`config.mk`:
```
export PLATFORM = sky130hd
export DESIGN_NAME = pipeline_stall_controller_flat
export DESIGN_NICKNAME = d
export VERILOG_FILES = /design/src/rtl/pipeline_stall_controller_if.sv /design/src/rtl/pipeline_stall_controller.sv /design/src/flat_wrapper.sv
export SDC_FILE = /design/constraint.sdc
export NUM_CORES = 1
export LEC_CHECK = 0
export CAP_MARGIN = 0
export CORE_MARGIN = 2
export CORE_UTILIZATION = 50
export CTS_BUF_LIST = sky130_fd_sc_hd__clkbuf_16
export CTS_CLUSTER_DIAMETER = 30
export DETAILED_ROUTE_END_ITERATION = 6
export GPL_TIMING_DRIVEN = 0
export PLACE_DENSITY = 0.77
export SLEW_MARGIN = 20
export SYNTH_ARGS = -nofsm -noshare
export SYNTH_HDL_FRONTEND = slang
export SYNTH_SLANG_ARGS = --single-unit
export TNS_END_PERCENT = 5
```
`constraint.sdc`:
```
create_clock -name clk -period 3.9 [get_ports clk]
set_clock_uncertainty 0.1 [all_clocks]
set_input_delay 0.585 -clock clk [delete_from_list [all_inputs] [get_ports clk]]
set_output_delay 0.585 -clock clk [all_outputs]
set_load 0.05 [all_outputs]
```
`src/rtl/pipeline_stall_controller_if.sv`:
```
// Handshake bundle between the hazard unit/memory side and the stall
// controller. The slave side is the controller; the master side is whatever
// drives hazard requests and consumes the pipeline register enables.
interface pipeline_stall_controller_if;
  // hazard and memory status inputs to the controller
  logic        Stall;
  logic        Flush;
  logic        MemAccess;
  logic        MemReady;
  logic        CountClear;

  // pipeline register control (combinational from the controller)
  logic        PCWrite;
  logic        IF_ID_Write;
  logic        IF_ID_Flush;
  logic        ID_EX_Flush;
  logic        EX_MEM_Write;
  logic        MEM_WB_Write;

  // registered status
  logic        MemTimeout;
  logic [1:0]  State;
  logic [15:0] StallCount;
  logic [15:0] FlushCount;
  logic [15:0] MemWaitCount;

  modport master (
    output Stall, Flush, MemAccess, MemReady, CountClear,
    input  PCWrite, IF_ID_Write, IF_ID_Flush, ID_EX_Flush,
    input  EX_MEM_Write, MEM_WB_Write,
    input  MemTimeout, State, StallCount, FlushCount, MemWaitCount
  );

  modport slave (
    input  Stall, Flush, MemAccess, MemReady, CountClear,
    output PCWrite, IF_ID_Write, IF_ID_Flush, ID_EX_Flush,
    output EX_MEM_Write, MEM_WB_Write,
    output MemTimeout, State, StallCount, FlushCount, MemWaitCount
  );
endinterface

```
`src/rtl/pipeline_stall_controller.sv`:
```
// Pipeline stall/flush controller for a 5-stage pipe.
// Priority each cycle: memory wait > load-use stall > flush > normal.
// A taken branch bubbles IF/ID for FLUSH_CYCLES cycles; a stalled memory
// access freezes the whole pipe, remembering any unfinished flush so it is
// delivered once memory releases. Enables are Mealy; State, counters and
// MemTimeout are registered.
module pipeline_stall_controller #(
  parameter int FLUSH_CYCLES = 1,   // 1..3
  parameter int MEM_TIMEOUT  = 255  // 1..255
) (
  input logic                      clk,
  input logic                      reset,   // async, active low
  pipeline_stall_controller_if.slave bus
);

  typedef enum logic [1:0] {
    RUN      = 2'd0,
    FLUSH    = 2'd1,
    MEM_WAIT = 2'd2
  } state_t;

  localparam logic [1:0] FLUSH_RELOAD = 2'(FLUSH_CYCLES - 1);
  localparam logic [8:0] TIMEOUT_LIM  = 9'(MEM_TIMEOUT);
  localparam logic [15:0] CNT_MAX     = 16'hFFFF;

  state_t      state_q, state_d;
  state_t      eff_st;       // state the non-wait evaluation behaves as
  logic [1:0]  pend_q, pend_d;
  logic [7:0]  wcnt_q, wcnt_d;
  logic        tmo_q, tmo_d;
  logic        mem_wait;
  logic        inc_stall, inc_flush, inc_mwait;
  logic [15:0] stall_cnt_q, flush_cnt_q, mwait_cnt_q;

  logic        pc_wr, ifid_wr, ifid_fl, idex_fl, exmem_wr, memwb_wr;

  // state, pending flush count, wait counter and timeout pulse
  always_ff @(posedge clk or negedge reset) begin
    if (!reset) begin
      state_q <= RUN;
      pend_q  <= '0;
      wcnt_q  <= '0;
      tmo_q   <= 1'b0;
    end else begin
      state_q <= state_d;
      pend_q  <= pend_d;
      wcnt_q  <= wcnt_d;
      tmo_q   <= tmo_d;
    end
  end

  // next-state and Mealy control outputs
  always_comb begin
    state_d   = state_q;
    pend_d    = pend_q;
    wcnt_d    = wcnt_q;
    tmo_d     = 1'b0;
    inc_stall = 1'b0;
    inc_flush = 1'b0;
    inc_mwait = 1'b0;
    pc_wr     = 1'b1;
    ifid_wr   = 1'b1;
    ifid_fl   = 1'b0;
    idex_fl   = 1'b0;
    exmem_wr  = 1'b1;
    memwb_wr  = 1'b1;

    // In MEM_WAIT only MemReady matters; elsewhere a wait starts when an
    // access is present and memory is not ready.
    if (state_q == MEM_WAIT) mem_wait = ~bus.MemReady;
    else                     mem_wait = bus.MemAccess & ~bus.MemReady;

    // On release from MEM_WAIT the cycle behaves like the state that was
    // interrupted, recovered from whether a flush is still owed.
    if (state_q == MEM_WAIT) eff_st = (pend_q != 2'd0) ? FLUSH : RUN;
    else                     eff_st = state_q;

    if (mem_wait) begin
      pc_wr    = 1'b0;
      ifid_wr  = 1'b0;
      exmem_wr = 1'b0;
      memwb_wr = 1'b0;
      if (state_q == MEM_WAIT) begin
        inc_mwait = 1'b1;
        if (({1'b0, wcnt_q} + 9'd1) >= TIMEOUT_LIM) begin
          // give up on the access: drop any owed flush and resume
          tmo_d   = 1'b1;
          pend_d  = '0;
          wcnt_d  = '0;
          state_d = RUN;
        end else begin
          wcnt_d  = wcnt_q + 8'd1;
          state_d = MEM_WAIT;
        end
      end else begin
        // entry cycle: pending flush count is kept as-is
        wcnt_d  = '0;
        state_d = MEM_WAIT;
      end
    end else if (bus.Stall) begin
      // load-use bubble; a same-cycle Flush is dropped and pending held
      pc_wr     = 1'b0;
      ifid_wr   = 1'b0;
      idex_fl   = 1'b1;
      inc_stall = 1'b1;
      state_d   = eff_st;
    end else if (bus.Flush) begin
      // new branch (also re-arms an in-progress flush sequence)
      ifid_fl   = 1'b1;
      inc_flush = 1'b1;
      pend_d    = FLUSH_RELOAD;
      state_d   = (FLUSH_RELOAD != 2'd0) ? FLUSH : RUN;
    end else if (eff_st == FLUSH) begin
      ifid_fl   = 1'b1;
      pend_d    = pend_q - 2'd1;
      state_d   = (pend_q > 2'd1) ? FLUSH : RUN;
    end else begin
      state_d   = RUN;
    end
  end

  // saturating performance counters, clear wins over increments
  always_ff @(posedge clk or negedge reset) begin
    if (!reset) begin
      stall_cnt_q <= '0;
      flush_cnt_q <= '0;
      mwait_cnt_q <= '0;
    end else if (bus.CountClear) begin
      stall_cnt_q <= '0;
      flush_cnt_q <= '0;
      mwait_cnt_q <= '0;
    end else begin
      if (inc_stall && stall_cnt_q != CNT_MAX) stall_cnt_q <= stall_cnt_q + 16'd1;
      if (inc_flush && flush_cnt_q != CNT_MAX) flush_cnt_q <= flush_cnt_q + 16'd1;
      if (inc_mwait && mwait_cnt_q != CNT_MAX) mwait_cnt_q <= mwait_cnt_q + 16'd1;
    end
  end

  assign bus.PCWrite      = pc_wr;
  assign bus.IF_ID_Write  = ifid_wr;
  assign bus.IF_ID_Flush  = ifid_fl;
  assign bus.ID_EX_Flush  = idex_fl;
  assign bus.EX_MEM_Write = exmem_wr;
  assign bus.MEM_WB_Write = memwb_wr;
  assign bus.MemTimeout   = tmo_q;
  assign bus.State        = state_q;
  assign bus.StallCount   = stall_cnt_q;
  assign bus.FlushCount   = flush_cnt_q;
  assign bus.MemWaitCount = mwait_cnt_q;

endmodule

```
`src/flat_wrapper.sv`:
```
// flat-port wrapper written by rule: the top's interface ports become plain ports
module pipeline_stall_controller_flat 
#(
  parameter int FLUSH_CYCLES = 1,          
  parameter int MEM_TIMEOUT  = 255           
)
  (clk, reset, bus_Stall, bus_Flush, bus_MemAccess, bus_MemReady, bus_CountClear, bus_PCWrite, bus_IF_ID_Write, bus_IF_ID_Flush, bus_ID_EX_Flush, bus_EX_MEM_Write, bus_MEM_WB_Write, bus_MemTimeout, bus_State, bus_StallCount, bus_FlushCount, bus_MemWaitCount);
  pipeline_stall_controller_if bus_i ();
  input logic clk;
  input logic reset;
  input wire logic [$bits(bus_i.Stall)-1:0] bus_Stall;
  input wire logic [$bits(bus_i.Flush)-1:0] bus_Flush;
  input wire logic [$bits(bus_i.MemAccess)-1:0] bus_MemAccess;
  input wire logic [$bits(bus_i.MemReady)-1:0] bus_MemReady;
  input wire logic [$bits(bus_i.CountClear)-1:0] bus_CountClear;
  output wire logic [$bits(bus_i.PCWrite)-1:0] bus_PCWrite;
  output wire logic [$bits(bus_i.IF_ID_Write)-1:0] bus_IF_ID_Write;
  output wire logic [$bits(bus_i.IF_ID_Flush)-1:0] bus_IF_ID_Flush;
  output wire logic [$bits(bus_i.ID_EX_Flush)-1:0] bus_ID_EX_Flush;
  output wire logic [$bits(bus_i.EX_MEM_Write)-1:0] bus_EX_MEM_Write;
  output wire logic [$bits(bus_i.MEM_WB_Write)-1:0] bus_MEM_WB_Write;
  output wire logic [$bits(bus_i.MemTimeout)-1:0] bus_MemTimeout;
  output wire logic [$bits(bus_i.State)-1:0] bus_State;
  output wire logic [$bits(bus_i.StallCount)-1:0] bus_StallCount;
  output wire logic [$bits(bus_i.FlushCount)-1:0] bus_FlushCount;
  output wire logic [$bits(bus_i.MemWaitCount)-1:0] bus_MemWaitCount;
  assign bus_i.Stall = bus_Stall;
  assign bus_i.Flush = bus_Flush;
  assign bus_i.MemAccess = bus_MemAccess;
  assign bus_i.MemReady = bus_MemReady;
  assign bus_i.CountClear = bus_CountClear;
  assign bus_PCWrite = bus_i.PCWrite;
  assign bus_IF_ID_Write = bus_i.IF_ID_Write;
  assign bus_IF_ID_Flush = bus_i.IF_ID_Flush;
  assign bus_ID_EX_Flush = bus_i.ID_EX_Flush;
  assign bus_EX_MEM_Write = bus_i.EX_MEM_Write;
  assign bus_MEM_WB_Write = bus_i.MEM_WB_Write;
  assign bus_MemTimeout = bus_i.MemTimeout;
  assign bus_State = bus_i.State;
  assign bus_StallCount = bus_i.StallCount;
  assign bus_FlushCount = bus_i.FlushCount;
  assign bus_MemWaitCount = bus_i.MemWaitCount;
  pipeline_stall_controller #(.FLUSH_CYCLES(FLUSH_CYCLES), .MEM_TIMEOUT(MEM_TIMEOUT)) u_core (.clk(clk), .reset(reset), .bus(bus_i));
endmodule
```
Word-level counts from Yosys, hierarchy flattened
Cells that the tools add are included. W data, S select, Z words.

Add/sub/neg operators: 6. Magnitude comparators: 2. Eq/ne operators: 8. Multiplexer cells: 41. Bitwise operators: 2. Reduce and logical (&&, ||, !) cells: 9.

Operators with widths (number): $mux W16 (6); $add A16 B1 Y16 const B (3); $ne A16 B16 Y1 const B (3); $mux W2 (13); $mux W1 (20); $mux W8 (2); $add A8 B1 Y9 const B (1); $ge A9 B8 Y1 const B (1); $add A8 B1 Y8 const B (1); $reduce_bool A2 Y1 (4); $ne A2 B2 Y1 const B (2); $reduce_and A4 Y1 (1); $logic_and A1 B1 Y1 (3); $reduce_bool A3 Y1 (1); $eq A2 B1 Y1 const B (1); $eq A2 B2 Y1 const B (1); $gt A2 B1 Y1 const B (1); $ne A2 B1 Y1 const B (1); $sub A2 B1 Y2 const B (1); $and A1 B1 Y1 (1); $not A1 Y1 (1).

Register bits: 61. Input bits: 7. Output and inout bits: 57. Word-level logic and storage cells: 75.

Longest topological paths before layout
Gate-level depths: netlist of the first run.

Depth in word-level cells: 8. Mapped depth: 9. Mapped depth without buffers: 6.

Least setup slack after synthesis of the first run
Ideal clock, no wire load.

Path type: register to output. Start point: register u_core.state_q[0] (netlist: u_core.bus.State[0]). End point: output port bus_IF_ID_Flush. Arrival time: 2183 ps. Slack: 1032 ps. Cell stages (with the launch flop): 7. Path through: dfrtp_1 nand2b_4 a21oi_4 inv_2 buf_6 buf_2 o311a_1.

Longest elaborated chain between the ends: 7.

Ends and longest elaborated chain: from (decl) (RTL line pipeline_stall_controller.sv:26) `state_t state_q, state_d;`; from (signal assigned) (RTL line pipeline_stall_controller.sv:45) `state_q <= state_d;`; $eq A2 B2 Y1 (RTL line pipeline_stall_controller.sv:70, pipeline_stall_controller.sv:75); $mux W2 (RTL line pipeline_stall_controller.sv:75) `if (state_q == MEM_WAIT) eff_st = (pend_q != 2'd0) ? FLUSH : RUN;`; $eq A2 B1 Y1 (RTL line pipeline_stall_controller.sv:113) `end else if (eff_st == FLUSH) begin`; $mux W1 (RTL line pipeline_stall_controller.sv:113); $mux W1 (RTL line pipeline_stall_controller.sv:107) `end else if (bus.Flush) begin`; $mux W1 (RTL line pipeline_stall_controller.sv:100) `end else if (bus.Stall) begin`; $mux W1 * (RTL line pipeline_stall_controller.sv:78) `if (mem_wait) begin`; to (decl) (RTL line flat_wrapper.sv:18) `output wire logic [$bits(bus_i.IF_ID_Flush)-1:0] bus_IF_ID_Flush;`.

Every way passes the cells marked *; elsewhere a longest branch is shown, timed or not.

Worst setup path after layout of the first run
Start point: input port bus_MemReady. End point: output port bus_IF_ID_Flush.

Longest elaborated chain between the ends: 4.

Ends and longest elaborated chain: from (decl) (RTL line flat_wrapper.sv:14) `input wire logic [$bits(bus_i.MemReady)-1:0] bus_MemReady;`; $not A1 Y1 * (RTL line pipeline_stall_controller.sv:70, pipeline_stall_controller.sv:71); $and A1 B1 Y1 (RTL line pipeline_stall_controller.sv:71) `else mem_wait = bus.MemAccess & ~bus.MemReady;`; $mux W1 * (RTL line pipeline_stall_controller.sv:70) `if (state_q == MEM_WAIT) mem_wait = ~bus.MemReady;`; $mux W1 * (RTL line pipeline_stall_controller.sv:78).

Marked as above.

==> reports/qor.yml, run 1 <==
logic_synthesis:
  synth_cells: 381
  syn-cell-area_um2: 3497
  syn_area_per_cell_um2: 9.179
  synth_seq_cells: 61
  synth_largest_area_cell: "dfrtp_1"
  synth_edf_count: 0
  synth_seq_area_share: 0.4365
  ys_warn_count: 0
  synth_fp_nets: 395
  synth-async-reset-ratio: 1.000
  synth_top_area_share: 0.4365
  yosysUniqueCellTypes: 55
  synth.area.top_cells: "dfrtp_1, a21oi_1, nor2_1, nand4_1, nand2_1"
  synth_ff_type: "dfrtp_1"
sta:
  tightest_slew_ns: 0.5600
  setup_tns_ns: 0
  fin_crit_sh: 0.9332
  period_needed_ns: 3.640
  fin_ws_ns: 0.2604
  rsz0062_at_grt: "false"
  slew_viol_final: 0
  fmax_mhz: 274.8
  max-slew-margin-rel: 0.6267
  hold_violations: 0
  setup_violations: 0
routing:
  dr.pass1.iters: 4
  drt_iter0_drc: 233
  drtAntennaViolNets: 0
  routed_wl_um: 8679
  drc_errors: 0
  routed_via_density: 5.857
  routedWlPerCell_um: 15.55
  vias: 3268
clock_tree:
  htreeDepth: 3
  clk_pin_slew_ns: 0.05
  clock_sinks: 61
  clk_latency_ns: 0.32
  cts_tree: "done"
  cts-buffers-inserted: 9
  cts_resized: 0
  clockBufferDepth: 2
  clockRootBuffer: "clkbuf_16"
grt:
  grt_usage: 0.2350
  gr-total-overflow: 0
  grt_pass1_vias: 3114
  grt_pass1_wl_um: 14260
  antenna_found_initial: 0
  grt_max_degree: 54
floorplanning:
  dieArea_um2: 7679
  start_util: 0.5147
  fp.dieH_um: 87.63
  ios: 64
  core-area_um2: 6794
  rows: 30
  die_w_um: 87.63
power:
  power_leakage_uw: 0.001811
  power_density_nw_per_um2: 352.5
  irDropWorstVdd_mv: 0.2123
layout:
  final_cell_mix: "clkdlybuf4s50_1, dfrtp_1, a21oi_1"
  nets: 471
  drive_gt1_frac: 0.07143
  n_antenna_cell: 0
  layout_commonest_cell: "clkdlybuf4s50_1"
  syn_to_final_growth_pct: 29.66
outcome:
  outcome: "complete, no violations"
worst_setup_path:
  critPathMaxFanout: 11
  cp_slowest_cell: "clkdlybuf4s50_1"
  crit_family: "buffers and inverters"
  start_kind: "input pin"
  crit_chain: "clkdlybuf4s50_1 -> a21oi_4 -> inv_2 -> buf_6 -> buf_2 -> o311a_1 -> clkdlybuf4s50_1"
  worstSetupEndpointType: "output port"
  worstSetupPathType: "in2out"
  crit_start: "bus_MemReady"
  crit_buf_inv: 5
  crit_arrival_ns: 2.95
  cp_common_cell: "clkdlybuf4s50_1"
  cp_data_required_time_ns: 3.21
  timing.rr.start: "u_core.wcnt_q[0]"
  max_stage_delay_ns: 0.84
job:
  maxCapViolCount: 0
worst_hold_path:
  min_path_type: "reg2reg"
  min_from: "u_core.wcnt_q[7]"
place:
  pre_cts_ws_ns: 0.2918
  hpwl_um: 6030
  numPortBuffers: 63
  gp_congestion: 0.8420
power breakdown:
part | switching (uW) | leakage (uW) | internal [uW]
sequential | 31.8 | 0.000845 | 657
clock | 263 | 0.000133 | 413
combinational | 149 | 0.000833 | 84.9
metrics by stage:
| stage | instance area, um^2 | util | cells | power, uW | hold WS (ns) |
|---|---|---|---|---|---|
| 6_report | 4534 | 0.6674 | 558 | 1598 | 0.4052 |
| 5_1_grt | 4534 | 0.6674 | 558 | 1666 | 0.4370 |
| 4_1_cts | 4534 | 0.6674 | 558 | 1608 | 0.3975 |
| 3_5_place_dp | 4273 | 0.6289 | 541 | 931.0 | 0.3329 |
| 3_3_place_gp | 4248 | 0.6252 | 540 | 919.1 | 0.3683 |
| 2_1_floorplan | 3497 | - | 381 | 844.4 | 0.1894 |
final cells by class:
cell class                      instances  area [um^2]
Fill cell                             539         2260
Multi-Input combinational cell        287         1802
Sequential cell                        61         1526
Timing Repair Buffer                   65        665.6
Clock buffer                            9        225.2
Tap cell                               96        120.1
Buffer                                 18        112.6
Inverter                               15        56.30
Clock inverter                          7        26.28
kinds of logic after synthesis:
| group | Yosys count | synth area share |
|---|---|---|
| and+or+nand+nor | 174 | 0.2819 |
| AOI/OAI and AO/OA | 87 | 0.1581 |
| DFF | 61 | 0.4365 |
| buffers and inverters | 33 | 0.04830 |
| xor gates and xnor gates | 14 | 0.03506 |
| adders and majority gates | 7 | 0.02504 |
| muxes | 5 | 0.01503 |
metal layers:
| metal | GRT usage | up-vias | routed length [um] |
|---|---|---|---|
| met5 | 0 | - | 0 |
| met4 | 0.09650 | 0 | 103 |
| met3 | 0.04241 | 9 | 378 |
| met2 | 0.3705 | 89 | 4116 |
| met1 | 0.3211 | 1590 | 4080 |
| li1 | - | 1580 | - |
path summary, 6_finish.rpt:
path                                          endpoint  slack [ns]  cells past startpoint
max                                    bus_IF_ID_Flush        0.26                      7
min                                   u_core.wcnt_q[7]        0.41                      1
max reg2reg                           u_core.wcnt_q[6]        1.63                      6
min reg2reg                           u_core.wcnt_q[7]        0.41                      1
max in group asynchronous  u_core.bus.MemWaitCount[15]        2.65                      3
min in group asynchronous             u_core.pend_q[0]        0.55                      2
state kept, by name (all words and copies together), names as in the netlist:
register                 flops
u_core.bus.State             2
u_core.bus.StallCount       16
u_core.wcnt_q                8
u_core.pend_q                2
u_core.bus.MemTimeout        1
u_core.bus.FlushCount       16
u_core.bus.MemWaitCount     16
synth_stat cells (8+ instances only):
cell     instances
nor2_1          31
o21ai_0         18
nor3_1          13
nand3_1         14
o31ai_1         14
and3_1           9
or4_1           13
inv_1           14
dfrtp_1         61
nand2_1         28
a21oi_1         32
or3_1           14
nand4_1         17
xnor2_1          8
repair_timing:
action / in CTS / in global routing
hold endpoints to repair: 8 / 0
hold buffers: 1 / 0
buffers inserted: 0 / 0
Power figures use the tool's default switching activity.
==> run 2, diff against run 1 <==
Clock period 3.9 ns to 3.85 ns, I/O delays scaled along.
==> results of run 2 <==
Same layout as run 1 (identical final DEF). Status: complete, no violations.
Among the figures that moved: setup slack after placement 0.2918 ns -> 0.2568 ns; setup slack after layout 0.2604 ns -> 0.2254 ns; register-to-register setup slack 1.63 ns -> 1.58 ns; total power 1598 uW -> 1619 uW; worst IR drop on VDD 0.2123 mV -> 0.2150 mV
